<file path="config.mk">
export PLATFORM = sky130hd
export DESIGN_NAME = lcd1602_bus_responder
export DESIGN_NICKNAME = d
export VERILOG_FILES = /design/src/rtl/lcd1602_bus_responder.sv
export SDC_FILE = /design/constraint.sdc
export NUM_CORES = 1
export LEC_CHECK = 0
export BUFFER_PORTS_ARGS = -buffer_cell sky130_fd_sc_hd__buf_2
export CAP_MARGIN = 30
export CORE_ASPECT_RATIO = 1.1
export CORE_MARGIN = 8
export CORE_UTILIZATION = 30
export CTS_CLUSTER_DIAMETER = 40
export CTS_CLUSTER_SIZE = 25
export DETAILED_ROUTE_END_ITERATION = 10
export GPL_ROUTABILITY_DRIVEN = 0
export PLACE_DENSITY = 0.53
export SETUP_SLACK_MARGIN = 0.05
export SLEW_MARGIN = 20
export SYNTH_ARGS = -nofsm -noshare
export SYNTH_HDL_FRONTEND = slang
export SYNTH_SLANG_ARGS = --single-unit
</file>
<file path="constraint.sdc">
create_clock -name clk -period 3.9 [get_ports clk]
set_clock_uncertainty 0.2 [all_clocks]
set_input_delay 0.78 -clock clk [delete_from_list [all_inputs] [get_ports clk]]
set_output_delay 0.78 -clock clk [all_outputs]
set_load 0.02 [all_outputs]
</file>
<file path="src/rtl/lcd1602_bus_responder.sv">
// lcd1602_bus_responder: HD44780/LCD1602 bus-side responder with a 2x16 DDRAM shadow.
// Latency: a bus write executes SYNC_STAGES+1 clk after E falls; rd_data is 1 clk after rd_addr.
// Backpressure: the busy flag (LCD1602_RESPONDER_BUSY_EN) drops writes completed while busy; reads are always served.
//
// Ports: clk/reset (sync, active-low); lcd_rs/lcd_rw/lcd_en/lcd_data_in are the controller-driven
// bus; lcd_data_out/lcd_data_oe are the read-back drive; rd_addr/rd_data read the shadow
// (0-15 line 1, 16-31 line 2); cursor_addr and the display/entry/function flags mirror the
// controller state; busy, char_strobe, cmd_strobe and err_strobe report activity.
// Optional feature: define LCD1602_RESPONDER_BUSY_EN to model the busy window
// (BUSY_CYCLES after writes, CLEAR_BUSY_CYCLES after Clear/Home).
module lcd1602_bus_responder #(
  parameter int SYNC_STAGES       = 2,
  parameter int BUSY_CYCLES       = 2000,
  parameter int CLEAR_BUSY_CYCLES = 80000
) (
  input  logic       clk,
  input  logic       reset,
  input  logic       lcd_rs,
  input  logic       lcd_rw,
  input  logic       lcd_en,
  input  logic [7:0] lcd_data_in,
  output logic [7:0] lcd_data_out,
  output logic       lcd_data_oe,
  input  logic [4:0] rd_addr,
  output logic [7:0] rd_data,
  output logic [6:0] cursor_addr,
  output logic       display_on,
  output logic       cursor_on,
  output logic       blink_on,
  output logic       entry_inc,
  output logic       func_8bit,
  output logic       func_2line,
  output logic       busy,
  output logic       char_strobe,
  output logic       cmd_strobe,
  output logic       err_strobe
);

  localparam int CNT_MAX = (BUSY_CYCLES > CLEAR_BUSY_CYCLES) ? BUSY_CYCLES : CLEAR_BUSY_CYCLES;
  localparam int CNT_W   = $clog2(CNT_MAX + 1);

  typedef enum logic [1:0] {S_IDLE, S_CAPTURE, S_EXEC, S_BUSY} state_t;
  state_t state, state_nxt;

  logic [SYNC_STAGES-1:0] en_sync, rs_sync, rw_sync;
  logic             en_s, rs_s, rw_s;
  logic             en_prev, txn_active, en_rise, en_fall;
  logic             cap_rs, cap_rw;
  logic [7:0]       cap_data;
  logic [7:0]       shadow [32];
  logic [6:0]       ac;
  logic             ac_visible;
  logic [4:0]       ac_idx;
  logic [CNT_W-1:0] busy_cnt;
  logic             instr_wr, data_wr, rd_step, drop_wr;
  logic             cgram_cmd, bad_ddram, clear_home;

  // Address counter step with the two-line wrap: 0x27<->0x40 and 0x67<->0x00.
  function automatic logic [6:0] ac_step(input logic [6:0] a, input logic up);
    if (up) begin
      if (a == 7'h27)      return 7'h40;
      else if (a == 7'h67) return 7'h00;
      else                 return a + 7'd1;
    end else begin
      if (a == 7'h40)      return 7'h27;
      else if (a == 7'h00) return 7'h67;
      else                 return a - 7'd1;
    end
  endfunction

  // E resets high so that an E already asserted at release is never seen as a fresh edge.
  always_ff @(posedge clk) begin
    if (!reset) begin
      en_sync <= '1;
      rs_sync <= '0;
      rw_sync <= '0;
    end else begin
      en_sync[0] <= lcd_en;
      rs_sync[0] <= lcd_rs;
      rw_sync[0] <= lcd_rw;
      for (int i = 1; i < SYNC_STAGES; i++) begin
        en_sync[i] <= en_sync[i-1];
        rs_sync[i] <= rs_sync[i-1];
        rw_sync[i] <= rw_sync[i-1];
      end
    end
  end

  assign en_s = en_sync[SYNC_STAGES-1];
  assign rs_s = rs_sync[SYNC_STAGES-1];
  assign rw_s = rw_sync[SYNC_STAGES-1];

  // A falling E only counts when its rising edge was seen after reset.
  assign en_rise = en_s & ~en_prev;
  assign en_fall = ~en_s & en_prev & txn_active;

  assign ac_visible  = (ac[5:4] == 2'b00);
  assign ac_idx      = {ac[6], ac[3:0]};
  assign cursor_addr = ac;

  assign cgram_cmd  = (cap_data[7:6] == 2'b01);
  assign bad_ddram  = cap_data[7] && (cap_data[5:0] > 6'h27);
  assign clear_home = (cap_data[7:2] == 6'd0) && (cap_data[1:0] != 2'd0);

  // State register
  always_ff @(posedge clk) begin
    if (!reset) state <= S_IDLE;
    else        state <= state_nxt;
  end

  // Next-state logic
  always_comb begin
    state_nxt = state;
    case (state)
      S_IDLE: begin
        if (en_fall)                      state_nxt = S_EXEC;
        else if (en_rise || txn_active)   state_nxt = S_CAPTURE;
      end
      S_CAPTURE: if (en_fall) state_nxt = S_EXEC;
      S_EXEC: begin
        state_nxt = S_IDLE;
`ifdef LCD1602_RESPONDER_BUSY_EN
        if (!cap_rw) state_nxt = S_BUSY;
`endif
      end
      S_BUSY:  if (busy_cnt == '0) state_nxt = S_IDLE;
      default: state_nxt = S_IDLE;
    endcase
  end

  // Output / action decode
  always_comb begin
    instr_wr    = (state == S_EXEC) && !cap_rw && !cap_rs;
    data_wr     = (state == S_EXEC) && !cap_rw &&  cap_rs;
    // Data reads step AC whether or not the busy window is open.
    rd_step     = cap_rw && cap_rs && ((state == S_EXEC) || ((state == S_BUSY) && en_fall));
    drop_wr     = (state == S_BUSY) && en_fall && !cap_rw;
    cmd_strobe  = instr_wr;
    char_strobe = data_wr && ac_visible;
    err_strobe  = drop_wr || (instr_wr && (cgram_cmd || bad_ddram));
`ifdef LCD1602_RESPONDER_BUSY_EN
    busy        = (state == S_BUSY);
`else
    busy        = 1'b0;
`endif
  end

  // Read-back drive follows the synchronized strobe directly.
  assign lcd_data_oe = en_s & rw_s;
  always_comb begin
    lcd_data_out = 8'h00;
    if (lcd_data_oe) begin
      if (rs_s) lcd_data_out = ac_visible ? shadow[ac_idx] : 8'h20;
      else      lcd_data_out = {busy, ac};
    end
  end

  always_ff @(posedge clk) begin
    if (!reset) begin
      for (int i = 0; i < 32; i++) shadow[i] <= 8'h20;
      ac         <= 7'h00;
      display_on <= 1'b0;
      cursor_on  <= 1'b0;
      blink_on   <= 1'b0;
      entry_inc  <= 1'b1;
      func_8bit  <= 1'b1;
      func_2line <= 1'b0;
      rd_data    <= 8'h20;
      busy_cnt   <= '0;
      en_prev    <= 1'b1;
      txn_active <= 1'b0;
      cap_rs     <= 1'b0;
      cap_rw     <= 1'b0;
      cap_data   <= 8'h00;
    end else begin
      en_prev <= en_s;
      if (en_rise)      txn_active <= 1'b1;
      else if (en_fall) txn_active <= 1'b0;
      // lcd_data_in is not synchronized: the controller holds it stable while E is high.
      if (en_s) begin
        cap_rs   <= rs_s;
        cap_rw   <= rw_s;
        cap_data <= lcd_data_in;
      end
      rd_data <= shadow[rd_addr];
      if (state == S_BUSY) busy_cnt <= busy_cnt - 1'b1;

      if (data_wr) begin
        if (ac_visible) shadow[ac_idx] <= cap_data;
        ac       <= ac_step(ac, entry_inc);
        busy_cnt <= CNT_W'(BUSY_CYCLES - 1);
      end
      if (rd_step) ac <= ac_step(ac, entry_inc);

      if (instr_wr) begin
        busy_cnt <= clear_home ? CNT_W'(CLEAR_BUSY_CYCLES - 1) : CNT_W'(BUSY_CYCLES - 1);
        casez (cap_data)
          8'b1???????: ac <= bad_ddram ? 7'h00 : cap_data[6:0];
          8'b01??????: ;  // CGRAM not modelled
          8'b001?????: begin
            func_8bit  <= cap_data[4];
            func_2line <= cap_data[3];
          end
          8'b0001????: if (!cap_data[3]) ac <= ac_step(ac, cap_data[2]);
          8'b00001???: begin
            display_on <= cap_data[2];
            cursor_on  <= cap_data[1];
            blink_on   <= cap_data[0];
          end
          8'b000001??: entry_inc <= cap_data[1];
          8'b0000001?: ac <= 7'h00;
          8'b00000001: begin
            for (int i = 0; i < 32; i++) shadow[i] <= 8'h20;
            ac        <= 7'h00;
            entry_inc <= 1'b1;
          end
          default: ;
        endcase
      end
    end
  end

endmodule

</file>
### Word-level counts from Yosys, hierarchy flattened

Memories as Yosys holds them, arrays and structs flattened. A register that Yosys moved wholly into a read port is not among the register bits.
Index checks and enable logic that the tools add are counted.

* reduce and logical (&&, ||, !) cells: 33
* equal/unequal tests: 16
* multiply operators: 0
* $add $sub $neg: 3
* div/mod/pow operators: 0
* bitwise gates (word level): 38
* shift operators: 0
* multiplexer cells: 72
* magnitude comparators: 1

Operators by type and width (count)
* 2-to-1 mux 8 bit: 36
* 2-to-1 mux 7 bit: 11
* 2-to-1 mux 17 bit: 4
* OR 1 bit: 32
* one-hot mux 7 bit (3 select lines): 1
* zero test 17 bit: 1
* subtractor 17 x 1 -> 17 bit (second input constant): 1
* == test 7 bit (second input constant): 2
* 2-to-1 mux 1 bit: 12
* logical AND 1 bit: 11
* 2-to-1 mux 5 bit: 2
* == test 8 x 1 -> 1 bit (second input constant): 1
* 2-to-1 mux 2 bit: 4
* one-hot mux 2 bit (4 select lines): 1
* OR reduction 8 bit: 1
* adder 7 x 1 -> 7 bit (second input constant): 1
* == test 7 x 1 -> 1 bit (second input constant): 1
* == test 7 x 6 -> 1 bit (second input constant): 1
* zero test 7 bit: 1
* subtractor 7 x 1 -> 7 bit (second input constant): 1
* == test 6 x 1 -> 1 bit (second input constant): 1
* greater-than comparator 6 bit (second input constant): 1
* zero test 6 bit: 1
* AND reduction 2 bit: 3
* other kinds (17): 32

* register bits: 50
* bits in latches: 0
* memories: 1
* RAM bits: 256
* bits in read-only memories: 0

Memories
* shadow: depth 32, width 8, rd ports 2, clocked after memory_dff 2, wr ports 32, RTL line 50 `logic [7:0] shadow [32];`

### Longest topological paths before layout

* word-level depth: 11
* gate-level depth with buffers: 10
* mapped depth without buffers: 7

### Worst setup path after synthesis

OpenSTA, ideal clock, no wires.

* path kind: reg-to-output
* from: reg cursor_addr[2] (netlist name)
* to: out lcd_data_out[0]
* path buffers: 4
* arrival time: 2.363 ns
* slack: 0.557 ns
* cell stages (with the launch flop): 7
* required time: 2.920 ns
* cells stage by stage: dfxtp_1 -> buf_2 -> buf_2 -> buf_2 -> clkbuf_1 -> a2111oi_0 -> o41ai_1

RTL lines
* end: declaration: RTL line 22 `output logic [7:0] lcd_data_out,`

==> impl_metrics.tcl <==
set metrics [dict create \
    drt_iter0_markers 986 \
    startpoint_type "flip-flop" \
    core_area_um2 56130 \
    cts_tree "yes" \
    num_vias 12095 \
    worstHoldPathType "input port to flip-flop" \
    ctsHoldBuffers 0 \
    crit_buf_inv 3 \
    setup_tns_ps 0 \
    synth.top_cell.area_share_pct 45.07 \
    antenna_found_initial 0 \
    critPathRequiredTime_ps 2920 \
    reg2reg_depth 10 \
    synthesis.instances 1321 \
    die_w_um 243.4 \
    slowest_stage "mux4_2" \
    min_period_over_period_pct 97.39 \
    setup_viol 0 \
    synth_common_cells "256 x edfxtp_1, 149 x mux4_2, 135 x and2_1" \
    portBuffers 50 \
    reg2reg_slack_ps 690 \
    drive_above_1_share_pct 29.61 \
    drt-vias-per-instance 5.556 \
    arrival_ps 2820 \
    drc 0 \
    async_flop_share_pct 0 \
    dieArea_um2 64750 \
    syn_area_um2 17060 \
    slowest_delay_ps 500 \
    cp-end-kind "primary output" \
    power_density_nw_per_um2 437.2 \
    synth-edff-count 256 \
    syn_to_final_growth_pct 19.29 \
    peakVddDrop_mv 0.2624 \
    cts_max_level 2 \
    whs_endpoint "en_sync[0]$_SDFF_PN1_" \
    path_delay_family "multiplexers" \
    cts_root_buffer "clkbuf_16" \
    tightest_slew_ps 886.4 \
    whs_path_depth 2 \
    fmax_ghz 0.2633 \
    rr_endpoint "cursor_addr[4]$_SDFF_PN0_" \
    finalCoreUtilization_pct 36.25 \
    firstDrtPassIters 5 \
    worstPathMaxFanout 10 \
    ys_warn_count 0 \
    rsz0062_at_grt "no" \
    cts.sinks 314 \
    grt_pass1_vias 12215 \
    grt_util_all_layers_pct 16.10 \
    fin_crit_ps 3798 \
    clk_pin_slew_ps 50 \
    synth_fp_nets 1344 \
    slew_viol_final 0 \
    relSlewSlack_pct 40.82 \
    yosysTopAreaCell "edfxtp_1" \
    numCtsBuffers 48 \
    yosys.cell_types.count 75 \
    nets 1415 \
    power_mw 8.896 \
    ys_seq_elements 314 \
    io_pins 52 \
    min_from "lcd_en" \
    leakage_nw 6.886 \
    routed_wl_um 53200 \
    dieHeight_um 266.1 \
    gr-total-overflow 0 \
    cp_common_cell "mux4_2" \
    grt_pass1_wl_um 79730 \
    rows 91 \
    grt_max_degree 64 \
    critPathKind "flip-flop to primary output" \
    status "finished clean" \
    drv_cap 0 \
    synthFlopType "edfxtp_1" \
    wire_per_inst_um 24.44 \
    cts_buffer_depth 3 \
    synth_area_leaders "edfxtp_1 45%, mux4_2 20%, dfxtp_1 6.8%, and2_1 5.0%, nor3_1 3.3%" \
    dp_hpwl_um 36370 \
    ys_seq_area_share_pct 51.87 \
    ant_nets 0 \
    clk_latency_ps 580 \
    initial_core_util_pct 30.39 \
    synth.most_common_cell "edfxtp_1" \
    avgSynthCellArea_um2 12.91 \
    crit_chain "buf_4 -> buf_12 -> mux4_2 -> mux4_2 -> nor2b_1 -> o41ai_2 -> buf_2" \
    rr_startpoint "cursor_addr[0]$_SDFF_PN0_" \
    hold_viol_final 0 \
]
==> where the power goes <==
group	switching (mW)	internal (mW)	total, mW
Combinational	0.368	0.248	0.616
Sequential	0.0746	3.71	3.79
Clock	1.78	2.71	4.49
==> worst max path at each step <==
stage / from / end / slack [ps] / cells past startpoint
finish: cursor_addr[0]$_SDFF_PN0_ / lcd_data_out[4] / 100 / 7
global route: cursor_addr[0]$_SDFF_PN0_ / lcd_data_out[4] / 2 / 7
CTS: cursor_addr[1]$_SDFF_PN0_ / lcd_data_out[4] / 50 / 6
detailed placement: cursor_addr[0]$_SDFF_PN0_ / lcd_data_out[5] / 430 / 8
global placement: cursor_addr[0]$_SDFF_PN0_ / lcd_data_out[6] / 420 / 6
floorplan: cursor_addr[2]$_SDFF_PN0_ / lcd_data_out[0] / 560 / 6
==> per-layer routing <==
| layer | global-route usage, % | vias to the layer above | wire [um] |
|---|---|---|---|
| met5 | 0 | - | 0 |
| met4 | 5.835 | 0 | 1795 |
| met3 | 3.478 | 94 | 3911 |
| met2 | 26.37 | 509 | 25410 |
| met1 | 20.86 | 6222 | 22080 |
| li1 | - | 5270 | - |
==> metrics by stage <==
step | hold slack (ps) | setup slack [ps] | instances | cell area [um2]
after detailed placement | 204.3 | 425.9 | 2078 | 18520
after global routing | 196.1 | 2.059 | 2176 | 20350
after global placement | 200.5 | 417.4 | 2075 | 18500
after floorplan | 186.3 | 556.9 | 1321 | 17060
final | 206.9 | 101.9 | 2177 | 20350
after CTS | 174.4 | 52.02 | 2174 | 20290
==> layout make-up <==
cell class,instances,area (um2)
Clock inverter,40,455.4
Multi-Input combinational cell,854,7575
Fill cell,5353,35780
Timing Repair Buffer,160,1244
Antenna cell,1,2.502
Sequential cell,314,8859
Inverter,14,52.55
Tap cell,744,930.9
Clock buffer,50,1230
==> logic make-up after synthesis <==
logic type / Yosys count / synth area share (%)
mux: 186 / 21.86
other cells: 1 / 0.02198
fa+ha+maj: 5 / 0.3668
simple gates: 491 / 15.52
flops: 314 / 51.87
xor+xnor: 11 / 0.5648
compound gates: 160 / 5.898
buf+inv: 153 / 3.895
==> layout by cell type (no fill, tap or decap), types with 32 or more instances in the layout <==
| master | instances |
|---|---|
| buf_4 | 95 |
| o21ai_0 | 62 |
| clkbuf_16 | 50 |
| nor3_1 | 111 |
| or3_1 | 35 |
| buf_2 | 51 |
| edfxtp_1 | 256 |
| mux2i_1 | 35 |
| mux4_2 | 149 |
| nor2_1 | 79 |
| dfxtp_1 | 54 |
| a21oi_1 | 32 |
| and2_1 | 135 |
| nand2_1 | 48 |
==> sequential cells by signal, summed over array words and instances, names as in the netlist, 2 cells and up <==
register,flops
state,2
cap_data,8
rw_sync,2
en_sync,2
rs_sync,2
cursor_addr,7
rd_data,8
shadow,256
busy_cnt,17
==> what timing repair did <==
| action | 4_1_cts | 5_1_grt |
|---|---|---|
| endpoints found under the setup margin | 8 | 4 |
| gates cloned | 0 | 1 |
| buffers inserted | 6 | 1 |
| gates resized for setup | 0 | 5 |
Note: power is estimated with default switching activity, not from simulation.
